$ cat config.mk
export PLATFORM = sky130hd
export DESIGN_NAME = cache_mem_arbiter
export DESIGN_NICKNAME = d
export VERILOG_FILES = /design/src/rtl/cache_mem_arbiter_pkg.sv /design/src/rtl/cache_mem_arbiter_beat_timer.sv /design/src/rtl/cache_mem_arbiter.sv
export SDC_FILE = /design/constraint.sdc
export NUM_CORES = 1
export LEC_CHECK = 0
export ABC_CLOCK_PERIOD_IN_PS = 3710
export CAP_MARGIN = 10
export CORE_AREA = 2 2 129 131
export CTS_CLUSTER_SIZE = 25
export DETAILED_ROUTE_END_ITERATION = 8
export DIE_AREA = 0 0 131 133
export PLACE_DENSITY = 0.63
export SETUP_SLACK_MARGIN = 0.1
export SYNTH_ARGS = -nofsm -noshare
export SYNTH_HDL_FRONTEND = slang
export SYNTH_SLANG_ARGS = --single-unit
$ cat constraint.sdc
create_clock -name CLK -period 3.71 [get_ports CLK]
set_input_delay 0.742 -clock CLK [delete_from_list [all_inputs] [get_ports CLK]]
set_output_delay 0.742 -clock CLK [all_outputs]
set_load 0.01 [all_outputs]
$ cat src/rtl/cache_mem_arbiter_pkg.sv
// Shared CPU types for the cache pair, the memory arbiter and the RAM model.
package cache_mem_arbiter_pkg;

    typedef logic [31:0] word_t;

    // RAM port status as reported by the RAM model / bus interface.
    typedef enum logic [1:0] {
        FREE   = 2'd0,
        BUSY   = 2'd1,
        ACCESS = 2'd2,
        ERROR  = 2'd3
    } ramstate_t;

    // Memory arbiter FSM states.
    typedef enum logic [1:0] {
        IDLE   = 2'd0,
        IFETCH = 2'd1,
        DBEAT0 = 2'd2,
        DBEAT1 = 2'd3
    } arbstate_t;

    // Which requester received the most recent grant.
    typedef enum logic {
        GrantIcache = 1'b0,
        GrantDcache = 1'b1
    } grant_t;

    // Icache address view: one word per line.
    typedef struct packed {
        logic [25:0] tag;
        logic [3:0]  idx;
        logic [1:0]  bytoff;
    } icachef_t;

    // Dcache address view: two-word blocks.
    typedef struct packed {
        logic [25:0] tag;
        logic [2:0]  idx;
        logic        blkoff;
        logic [1:0]  bytoff;
    } dcachef_t;

endpackage

$ cat src/rtl/cache_mem_arbiter_beat_timer.sv
// Per-beat timeout counter for the memory arbiter. TIMEOUT == 0 builds no counter.
module cache_mem_arbiter_beat_timer #(
    parameter int unsigned TIMEOUT = 64
) (
    input  logic CLK,
    input  logic nRST,
    input  logic clear,
    input  logic enable,
    output logic expired
);

    if (TIMEOUT == 0) begin : g_off
        logic unused_timer;
        assign unused_timer = ^{CLK, nRST, clear, enable};
        assign expired = 1'b0;
    end else begin : g_on
        localparam int unsigned CntW = (TIMEOUT > 1) ? $clog2(TIMEOUT) : 1;
        localparam logic [CntW-1:0] CntLast = CntW'(TIMEOUT - 1);

        logic [CntW-1:0] count_q;

        // Count waiting cycles of the current beat; clear has priority.
        always_ff @(posedge CLK) begin
            if (!nRST || clear) begin
                count_q <= '0;
            end else if (enable) begin
                count_q <= count_q + CntW'(1);
            end
        end

        // This waiting cycle would bring the count up to TIMEOUT.
        assign expired = enable && (count_q == CntLast);
    end

endmodule

$ cat src/rtl/cache_mem_arbiter.sv
// Single-port RAM arbiter between the icache (word fills) and the dcache (two-word
// block fills/writebacks). Optional macro MEMARB_RR_EN selects round-robin on ties;
// otherwise the dcache always wins ties.
module cache_mem_arbiter
    import cache_mem_arbiter_pkg::*;
#(
    parameter int unsigned TIMEOUT = 64
) (
    input  logic        CLK,
    input  logic        nRST,
    input  logic        iREN,
    input  word_t       iaddr,
    output logic        iwait,
    output word_t       iload,
    input  logic        dREN,
    input  logic        dWEN,
    input  word_t       daddr,
    input  word_t [1:0] dstore,
    output logic        dwait,
    output word_t [1:0] dload,
    output logic        ramREN,
    output logic        ramWEN,
    output word_t       ramaddr,
    output word_t       ramstore,
    input  word_t       ramload,
    input  ramstate_t   ramstate,
    output logic        merr
);

    arbstate_t state_q;
    word_t     dload0_q;
    icachef_t  iaddr_f;
    dcachef_t  daddr_f;
    logic      dreq, active, access, withdrawn, abort, expired;
    logic      timer_clear, timer_en, pick_d, icomplete, dcomplete;
    logic      unused_addr;

`ifdef MEMARB_RR_EN
    grant_t    last_grant_q;
`endif

    assign iaddr_f     = iaddr;
    assign daddr_f     = daddr;
    assign unused_addr = ^{iaddr_f.bytoff, daddr_f.blkoff, daddr_f.bytoff};
    assign dreq        = dREN | dWEN;

    // Beat status: completion, withdrawal and abort conditions of the current state.
    always_comb begin
        active    = (state_q != IDLE);
        access    = (ramstate == ACCESS);
        withdrawn = ((state_q == IFETCH) && !iREN) ||
                    ((state_q == DBEAT0 || state_q == DBEAT1) && !dreq);
        abort     = active && !withdrawn && ((ramstate == ERROR) || expired);
        timer_en  = active && !access;
        // Leaving or re-entering a beat restarts its count.
        timer_clear = !active || access || withdrawn || abort;
    end

    // Tie resolution between simultaneous requests in IDLE.
    always_comb begin
`ifdef MEMARB_RR_EN
        pick_d = dreq && (!iREN || (last_grant_q == GrantIcache));
`else
        pick_d = dreq;
`endif
    end

    cache_mem_arbiter_beat_timer #(
        .TIMEOUT (TIMEOUT)
    ) u_beat_timer (
        .CLK     (CLK),
        .nRST    (nRST),
        .clear   (timer_clear),
        .enable  (timer_en),
        .expired (expired)
    );

    // Arbiter FSM with the latched low fill word and grant history.
    always_ff @(posedge CLK) begin
        if (!nRST) begin
            state_q  <= IDLE;
            dload0_q <= '0;
`ifdef MEMARB_RR_EN
            last_grant_q <= GrantIcache;
`endif
        end else begin
            unique case (state_q)
                IDLE: begin
                    if (pick_d) begin
                        state_q <= DBEAT0;
`ifdef MEMARB_RR_EN
                        last_grant_q <= GrantDcache;
`endif
                    end else if (iREN) begin
                        state_q <= IFETCH;
`ifdef MEMARB_RR_EN
                        last_grant_q <= GrantIcache;
`endif
                    end
                end
                IFETCH: begin
                    if (withdrawn || abort || access) state_q <= IDLE;
                end
                DBEAT0: begin
                    if (withdrawn || abort) begin
                        state_q <= IDLE;
                    end else if (access) begin
                        state_q <= DBEAT1;
                        if (!dWEN) dload0_q <= ramload;
                    end
                end
                DBEAT1: begin
                    if (withdrawn || abort || access) state_q <= IDLE;
                end
            endcase
        end
    end

    // RAM strobes and requester responses decoded from state.
    always_comb begin
        ramREN    = 1'b0;
        ramWEN    = 1'b0;
        ramaddr   = '0;
        ramstore  = '0;
        iload     = '0;
        dload     = {32'h0, dload0_q};
        icomplete = 1'b0;
        dcomplete = 1'b0;
        unique case (state_q)
            IDLE: ;
            IFETCH: begin
                ramREN    = 1'b1;
                ramaddr   = {iaddr_f.tag, iaddr_f.idx, 2'b00};
                iload     = ramload;
                icomplete = access || abort;
            end
            DBEAT0: begin
                ramaddr = {daddr_f.tag, daddr_f.idx, 3'b000};
                // Illegal dREN+dWEN is treated as a write.
                if (dWEN) begin
                    ramWEN   = 1'b1;
                    ramstore = dstore[0];
                end else begin
                    ramREN = 1'b1;
                end
                dcomplete = abort;
            end
            DBEAT1: begin
                ramaddr = {daddr_f.tag, daddr_f.idx, 3'b100};
                if (dWEN) begin
                    ramWEN   = 1'b1;
                    ramstore = dstore[1];
                end else begin
                    ramREN = 1'b1;
                end
                dload[1]  = ramload;
                dcomplete = access || abort;
            end
        endcase
        iwait = iREN && !icomplete;
        dwait = dreq && !dcomplete;
        // A burst dropped by reset is not an error.
        merr  = abort && nRST;
    end

endmodule

==> results.yml <==
floorplan:
  die-area_mm2: 0.0174
  coreArea_mm2: 0.0162
  start_util: 0.187
  num_io_pins: 332
  die_h_um: 133
  rows: 47
  die_x_um: 131
power_and_ir_drop:
  power_density_mw_per_mm2: 280
  finalPower_mw: 1.86
  peakVddDrop_mv: 0.154
  power.leakage_nw: 2.42
worst_setup_path:
  cpPeakStageDelay_ps: 570
  reg2reg_slack_ps: 1540
  crit_path_top_delay_cell: "clkdlybuf4s50_1"
  critical_path.max_fanout: 6
  crit_top_cell: "clkdlybuf4s50_1"
  crit_buf_inv: 2
  crit_type: "in -> out"
  worstPathRequired_ps: 2970
  path_delay_family: "buffers and inverters"
  worstPathCellList: "clkdlybuf4s50_1 -> and4b_1 -> a21oi_1 -> o21a_1 -> clkdlybuf4s50_1"
  startpoint_type: "primary input"
  worstPathArrival_ps: 2560
  end_kind: "output pin"
global_route:
  overflow: 0
  grt.total_usage: 0.145
  grt_pass1_wl_mm: 19.9
  antenna_found_initial: 0
  grt_pass1_vias: 3861
  grt_start_max_net_pins: 70
timing:
  fmax_mhz: 303
  rsz0062_at_grt: "false"
  hold_viol: 0
  period_needed_ps: 3300
  drv_slew: 0
  setup_viol: 0
  worst_pin_slew_ps: 677
  slew_headroom: 0.549
  setup-tns-final_ps: 0
  fin_crit_sh: 0.891
  skew_ps: 4.06
placed_design:
  portBuffers: 324
  gp_congestion: 0.831
  hpwl_mm: 11.0
logic_synthesis:
  synth_top_cell_by_area: "dfxtp_1"
  syn_inst: 386
  synth_cell_types: 34
  synth_simple_gate_area_frac: 0.309
  synth_compound_gate_area_share: 0.236
  seq_area_frac_synth: 0.265
  syn_area_mm2: 0.00302
  ys_ff_latch: 40
  synthXorXnorAreaFrac: 0.0116
  synth-async-reset-ratio: 0
  synthAdderAreaFrac: 0.00414
  ys.flop_type: "dfxtp_1"
  synth_most_common_cell: "nand2_1"
  ys.warnings.count: 0
  synth_top_family_by_area: "simple AND/OR/NAND/NOR gates"
  synthMuxAreaShare: 0.106
  synth_common_cells: "72 x nand2_1, 43 x nor2_1, 40 x dfxtp_1, 33 x and3_1"
  synth_area_leaders: "dfxtp_1 26%, a21boi_2 11%, mux2i_1 11%, nand2_1 8.9%, a22o_1 8.4%"
  yosys.area.top_type_share: 0.265
  syn-mean-instance-area_um2: 7.83
  synth_edf_count: 0
run_status:
  status: "completed"
detailed_routing:
  drc: 0
  first_iter_violations: 124
  dr.max_layer_used: "met4"
  firstDrtPassIters: 4
  vias: 3912
  dr_wl_met2_mm: 7.11
  routed_wl_mm: 13.8
  avgViaCountPerCell: 4.28
  wl_met3_mm: 1.12
  drt-met1-wl_mm: 5.25
  ant_nets: 0
  wl_per_cell_um: 15.1
clocking:
  hold_buffers: 0
  clkTransAtPathRegs_ps: 60
  cts_made_buffers: 5
  cts_setup_buffers: 0
  clkLatencyLatePin_ps: 280
  root_buffer: "clkbuf_16"
  cts_tree: "done"
  htree_levels: 2
  cts_buffer_depth: 2
  clock-sinks: 40
  cts_resized: 0
hold_path:
  hold_class: "reg -> reg"
cells_and_area:
  layout-drive-gt1-share: 0.0779
  diodes: 0
  area_delta_synth_final_pct: 119
  final_util: 0.410
  nets: 860
job:
  drv_cap: 0
[area by class of cell]
class	count	area [um^2]
inverters	2	7.51
repair buffers	335	3350
clock inverters	3	41.3
well taps	220	275
fillers	1591	9540
multi-input cells	308	2030
flip-flops and latches	40	806
clock buffers	5	125
[registers in the layout, summed over array words and instances (netlist names)]
| name | cells |
|---|---|
| dload0_q | 32 |
| state_q | 2 |
| u_beat_timer.g_on.count_q | 6 |
[logic make-up (layout without fill, tap and decap cells)]
family          after synthesis  count (layout)
flops                        40              40
compound gates               76              76
buf+inv                      39             345
fa+ha+maj                     1               1
mux                          32              32
simple gates                193             193
xor+xnor                      4               4
other cells                   1               2
[worst min-delay path, delay by kind of cell, from the launching register on]
family | cells | cell delay (ps)
compound gates | 1 | 50
simple gates | 1 | 70
flops | 1 | 310
[where the power goes]
| part | switching, mW | internal, mW | total (mW) |
|---|---|---|---|
| clock | 0.174 | 0.316 | 0.491 |
| combinational | 0.389 | 0.532 | 0.921 |
| sequential | 0.00754 | 0.441 | 0.448 |
| total | 0.571 | 1.29 | 1.86 |
[path summary, 6_finish.rpt]
check                                 from                        to  depth (start not counted)
setup / recovery               ramstate[1]                     iwait                          5
hold / removal    dload0_q[0]$_SDFFE_PN0P_  dload0_q[0]$_SDFFE_PN0P_                          2
setup reg to reg   state_q[1]$_SDFFE_PN0P_  dload0_q[7]$_SDFFE_PN0P_                          6
hold reg to reg   dload0_q[0]$_SDFFE_PN0P_  dload0_q[0]$_SDFFE_PN0P_                          2
[metrics by stage]
stage          cell area, um^2  instances  setup WS [ps]  hold slack (ps)
6_report                  6640        913            406              463
5_1_grt                   6640        913            293              484
4_1_cts                   6620        912            406              467
3_5_place_dp              6450        904            417              458
3_3_place_gp              6450        904            423              426
2_1_floorplan             3030        387           1470              418
[metal layers]
layer / track usage / vias to the layer above
met1: 0.157 / 1771
met4: 0.0467 / 0
met2: 0.274 / 203
li1: - / 1926
met5: 0 / -
met3: 0.0299 / 12
[placed cells by master, fill, tap and decap left out, drive strengths merged, types with 2 or more instances in the layout]
master and count:
a22o 29, dfxtp 40, a21oi 3, nor3 2, o21ai 3, nor2b 3
and2 32, buf 11, and3 33, a211oi 2, mux2i 32, nand3b 2
conb 2, nand2 72, inv 3, clkbuf 5, a21boi 34, nor2 43
clkdlybuf4s50 324, o21a 3, and4b 2, xnor2 3
Power figures use the tool's default switching activity.
==> RTL change 1: new RTL, same settings <==
The 4 states of `arbstate_t` get a one-hot encoding in 4 bits.
--- a/src/rtl/cache_mem_arbiter_pkg.sv
+++ b/src/rtl/cache_mem_arbiter_pkg.sv
@@ -12,11 +12,11 @@
     } ramstate_t;
 
     // Memory arbiter FSM states.
-    typedef enum logic [1:0] {
-        IDLE   = 2'd0,
-        IFETCH = 2'd1,
-        DBEAT0 = 2'd2,
-        DBEAT1 = 2'd3
+    typedef enum logic [3:0] {
+        IDLE   = 4'b0001,
+        IFETCH = 4'b0010,
+        DBEAT0 = 4'b0100,
+        DBEAT1 = 4'b1000
     } arbstate_t;
 
     // Which requester received the most recent grant.
Behaviour: no difference found for any inputs over 4 cycles, from zero or initial values and one cycle with nRST low; so few cycles prove little.
==> RTL change 1 against the original RTL <==
Clock power is essentially flat; count of clock-buffer cells in the layout grew 2; cell area shrank 0.28%; area after synthesis shrank 0.75%; clock skew grew 0.0016 ns; cell count grew 1.2%; wire length grew 4.8%; register-to-register slack lost 0.16 ns; die area is the same; sequential cell count grew 2; setup slack lost 0.17 ns; power shrank 22%; synthesized cell count grew 4.9%; critical path type unchanged; highest routed layer unchanged.
==> RTL change 1: results (changes against the original RTL) <==
outcome:
  status: "finished clean"  # unchanged
cells_and_area:
  nNetsFinal: 871  # was 860
  drive_gt1_frac: 0.0341  # was 0.0779
  reg.largest.list: "dload0_q: 32 flops, u_beat_timer.g_on.count_q: 6 flops, state_q: 4 flops"  # was dload0_q: 32 flops, u_beat_timer.g_on.count_q: 6 flops, state_q: 2 flops
  antenna_cells: 0  # unchanged
placed_design:
  portBuffers: 324  # unchanged
  dpl.hpwl_um: 11100  # was 11000 um
  place_congestion: 0.768  # was 0.831
logic_synthesis:
  synthFlopType: "dfxtp_1"  # unchanged
  yosysWarnings: 0  # unchanged
  ys_seq_area_frac: 0.280  # was 0.265
  synthTopCellsByArea: "dfxtp_1 (28%), and2_1 (14%), a22o_1 (8.5%), a22oi_1 (8.0%), nor2b_1 (7.1%)"  # was dfxtp_1 (26%), a21boi_2 (11%), mux2i_1 (11%), nand2_1 (8.9%), a22o_1 (8.4%)
  async_reset_ff_frac: 0  # unchanged
  synth_cell_types: 41  # was 34
  synthTopCellsByCount: "and2_1 (65), dfxtp_1 (42), nand2_1 (35), nand3_1 (35), nor2b_1 (34)"  # was nand2_1 (72), nor2_1 (43), dfxtp_1 (40)
route:
  top_layer: "met4"  # unchanged
  post_drt_wl_per_cell_um: 15.7  # was 15.1 um
  vias: 4039  # was 3912
  dr.pass1.iters: 7  # was 4
  route.met2.wl_um: 6680  # was 7110 um
  drt-met1-wl_um: 5950  # was 5250 um
  wl_met3_um: 1690  # was 1120 um
  first_iter_violations: 138  # was 124
sta:
  max_slew_margin: 0.528  # was 0.549
  clock-skew-final_ns: 0.00568  # was 0.00406 ns
worst_hold_path:
  hold_path_class: "flop to flop"  # unchanged
global_route:
  grt_max_degree: 70  # unchanged
  antenna_found_initial: 0  # unchanged
  first_global_vias: 3826  # was 3861
  grt_pass1_wl_um: 21000  # was 19900 um
  grt_usage: 0.153  # was 0.145
worst_setup_path:
  worstPathMaxFanout: 3  # was 6
  crit_slowest_cell: "clkdlybuf4s50_1"  # unchanged
  arrival_ns: 2.74  # was 2.56 ns
  max_stage_delay_ns: 0.56
clocking:
  cts-root-buf: "clkbuf_16"  # unchanged
  clkLatencyLatePin_ns: 0.28  # about the same
  numCtsBuffers: 5  # unchanged
  path_clk_slew_ns: 0.06  # about the same
  clockBufferDepth: 2  # unchanged
  cts_max_level: 2  # unchanged
power_and_ir_drop:
  peakVddDrop_v: 0.000132  # was 0.000154 V
  p_leak_nw: 2.26  # was 2.42 nW
==> RTL change 1: cell types whose count changed after synthesis, sizes merged, moves of 16 or more <==
cell,delta
nand2,-37
and2,+33
nor2,-31
nor2b,+31
mux2i,-30
clkbuf,+16
and3,-32
a21boi,-34
a22oi,+32
nand3,+35
o21ai,+33
==> RTL change 1: critical path, delay by kind of cell <==
| family | cells | cell delay, ns |
|---|---|---|
| compound gates | 2 | 0.20 |
| buf+inv | 2 | 0.98 |
| simple gates | 3 | 0.81 |
==> RTL change 1: power by group <==
group / internal (mW) / switching [mW] / total [mW]
logic: 0.299 / 0.182 / 0.481
clock network: 0.318 / 0.172 / 0.490
registers: 0.459 / 0.0144 / 0.474
total: 1.08 / 0.368 / 1.44
==> RTL change 1: path summary, 6_finish.rpt <==
path,slack (ns),from,depth (start not counted),endpoint
worst min register to register,0.45,dload0_q[8],2,dload0_q[8]
worst max register to register,1.38,state_q[1],7,dload0_q[4]
worst max-delay path,0.23,dWEN,7,iwait
worst min-delay path,0.45,dload0_q[8],2,dload0_q[8]
==> RTL change 1: stage by stage <==
step / worst slack, ns / std cells / area [um2]
floorplan: 1.08 / 406 / 3000
global placement: 0.183 / 916 / 6450
detailed placement: 0.169 / 916 / 6450
CTS: 0.151 / 924 / 6610
global route: 0.101 / 924 / 6620
finish: 0.232 / 924 / 6620
==> RTL change 1: per-layer routing <==
metal,vias to the layer above,track usage
met2,210,0.256
met3,10,0.0558
met4,0,0.0349
met1,1814,0.186
met5,-,0
li1,2005,-
==> RTL change 1: timing repair <==
action,CTS,global route
setup endpoints to repair,0,1
buffers inserted,0,0
resized for setup,0,1
hold buffers,0,0
==> RTL change 1: logic make-up after synthesis <==
group | synth area share
other | 0.00125
muxes | 0.00667
adders and majority gates | 0.00417
and+or+nand+nor | 0.378
buffers and inverters | 0.0659
DFF | 0.280
xor gates and xnor gates | 0.0175
AOI/OAI and AO/OA | 0.246
==> RTL change 1: layout make-up <==
cell class                 count  area, um2
tap                          220        275
fill                        1668       9560
clock inverter                 1       30.0
inverter                       5       18.8
multi-input combinational    316       1990
sequential                    42        841
timing repair buffer         333       3330
clock buffer                   7        133
==> RTL change 2: new RTL, config.mk and constraints unchanged <==
Made on the original files. Build with the macro `MEMARB_RR_EN` defined.
--- a/src/rtl/cache_mem_arbiter.sv
+++ b/src/rtl/cache_mem_arbiter.sv
@@ -1,6 +1,8 @@
 // Single-port RAM arbiter between the icache (word fills) and the dcache (two-word
 // block fills/writebacks). Optional macro MEMARB_RR_EN selects round-robin on ties;
 // otherwise the dcache always wins ties.
+`define MEMARB_RR_EN
+
 module cache_mem_arbiter
     import cache_mem_arbiter_pkg::*;
 #(
Behaviour: not the same (a bounded check fails within 4 cycles, from zero or initial values and one cycle with nRST low).
==> RTL change 2 against the original RTL <==
Cell area down 0.74%; utilization down 0.30 points; area after synthesis up 2.9%; sequential share of layout area up 0.39 points; die area unchanged; non-clock buffer count down 4; power up 0.76%; sequential cell count up 1; wire length up 0.45%; setup slack worse by 0.073 ns; largest cell class unchanged; highest routed layer unchanged.
==> RTL change 2: results (changes against the original RTL) <==
logic_synthesis:
  netlist_instances: 389  # was 386
  synthTopCellsByArea: "dfxtp_1 (26%), mux2i_1 (10%), a21oi_2 (8.4%), a22o_1 (8.4%), and2_1 (6.6%)"  # was dfxtp_1 (26%), a21boi_2 (11%), mux2i_1 (11%), nand2_1 (8.9%), a22o_1 (8.4%)
  synthTopCellsByCount: "nor2_1 (42), dfxtp_1 (41), nand2_1 (39)"  # was nand2_1 (72), nor2_1 (43), dfxtp_1 (40)
  yosysWarnings: 0  # unchanged
  synth_cell_types: 37  # was 34
  ys_seq_area_frac: 0.264  # was 0.265
sta:
  worst_slew_pin_slew_ns: 0.912  # was 0.677 ns
  clock-skew-final_ns: 0.00267  # was 0.00406 ns
route:
  vias_per_cell: 4.25  # was 4.28
  first_iter_violations: 74  # was 124
  drt_wl_total_um: 13900  # was 13800 um
  dr.pass1.iters: 4  # unchanged
cells_and_area:
  nNetsFinal: 858  # was 860
  drive_gt1_frac: 0.122  # was 0.0779
  fin_cells: 912  # was 913
placed_design:
  dpl-instance-area_um2: 6440  # was 6450 um2
  place_inst: 903  # was 904
  place_congestion: 0.806  # was 0.831
  post-place-ws_ns: 0.341  # was 0.417 ns
  dpl.hpwl_um: 11000  # about the same
power_and_ir_drop:
  p_sw_uw: 616  # was 571 uW
  peakVddDrop_v: 0.000185  # was 0.000154 V
  p_leak_nw: 2.39  # was 2.42 nW
worst_setup_path:
  worstPathMaxFanout: 5  # was 6
  arrival_ns: 2.64  # was 2.56 ns
  crit_family: "buffers and inverters"  # unchanged
  max_stage_delay_ns: 0.55  # was 0.57 ns
global_route:
  grt_pass1_wl_um: 20500  # was 19900 um
  grt_usage: 0.148  # was 0.145
  first_global_vias: 3943  # was 3861
  grt_max_degree: 71  # was 70
clocking:
  clkLatencyLatePin_ns: 0.28  # about the same
  ctsResizeCount: 0  # unchanged
  numCtsBuffers: 5  # unchanged
outcome:
  status: "finished clean"  # unchanged
-- RTL change 2: tightest hold or removal path: stages, from the launching register on --
cell     delay [ns]
dfxtp_1        0.31
nand2_1        0.07
a21oi_2        0.05
-- RTL change 2: per-layer routing --
metal	vias up	routed length [um]	global-route usage
li1	1924	-	-
met1	1782	5510	0.166
met2	159	7170	0.276
met3	13	975	0.0388
met4	0	207	0.0337
met5	-	0	0
-- RTL change 2: cell families (layout without fill, tap and decap cells) --
kind of cell / count (synthesis) / in the layout / share of synthesized area
multiplexers: 32 / 32 / 0.103
AO/OA/AOI/OAI: 76 / 76 / 0.206
flip-flops: 41 / 41 / 0.264
other: 1 / 3 / 0.00121
buffers and inverters: 44 / 345 / 0.0869
adder cells (fa/ha/maj): 1 / 1 / 0.00402
AND/OR/NAND/NOR: 190 / 190 / 0.324
XOR/XNOR: 4 / 4 / 0.0113
-- RTL change 2: power by group through the flow --
stage               clock network, mW  logic [mW]  registers [mW]
floorplan                           0       0.459           0.469
global placement                    0       0.967           0.489
detailed placement                  0       0.980           0.491
CTS                             0.436       0.986           0.481
global route                    0.457        1.04           0.484
finish                          0.418       0.976           0.481
-- RTL change 2: path summary, 6_finish.rpt --
path	start	to	slack, ns	cells after the start
worst max-delay path	ramstate[0]	merr	0.33	5
worst min-delay path	dload0_q[27]	dload0_q[27]	0.47	2
worst max register to register	state_q[1]	dload0_q[0]	1.52	6
worst min register to register	dload0_q[27]	dload0_q[27]	0.47	2
-- RTL change 2: final cells by class --
class                   instances  area [um2]
clock buffers                   6         129
fillers                      1603        9590
multi-input cells             305        2030
clock inverters                 2        10.0
well taps                     220         275
diodes                          1        2.50
inverters                       6        22.5
repair buffers                331        3300
flip-flops and latches         41         826
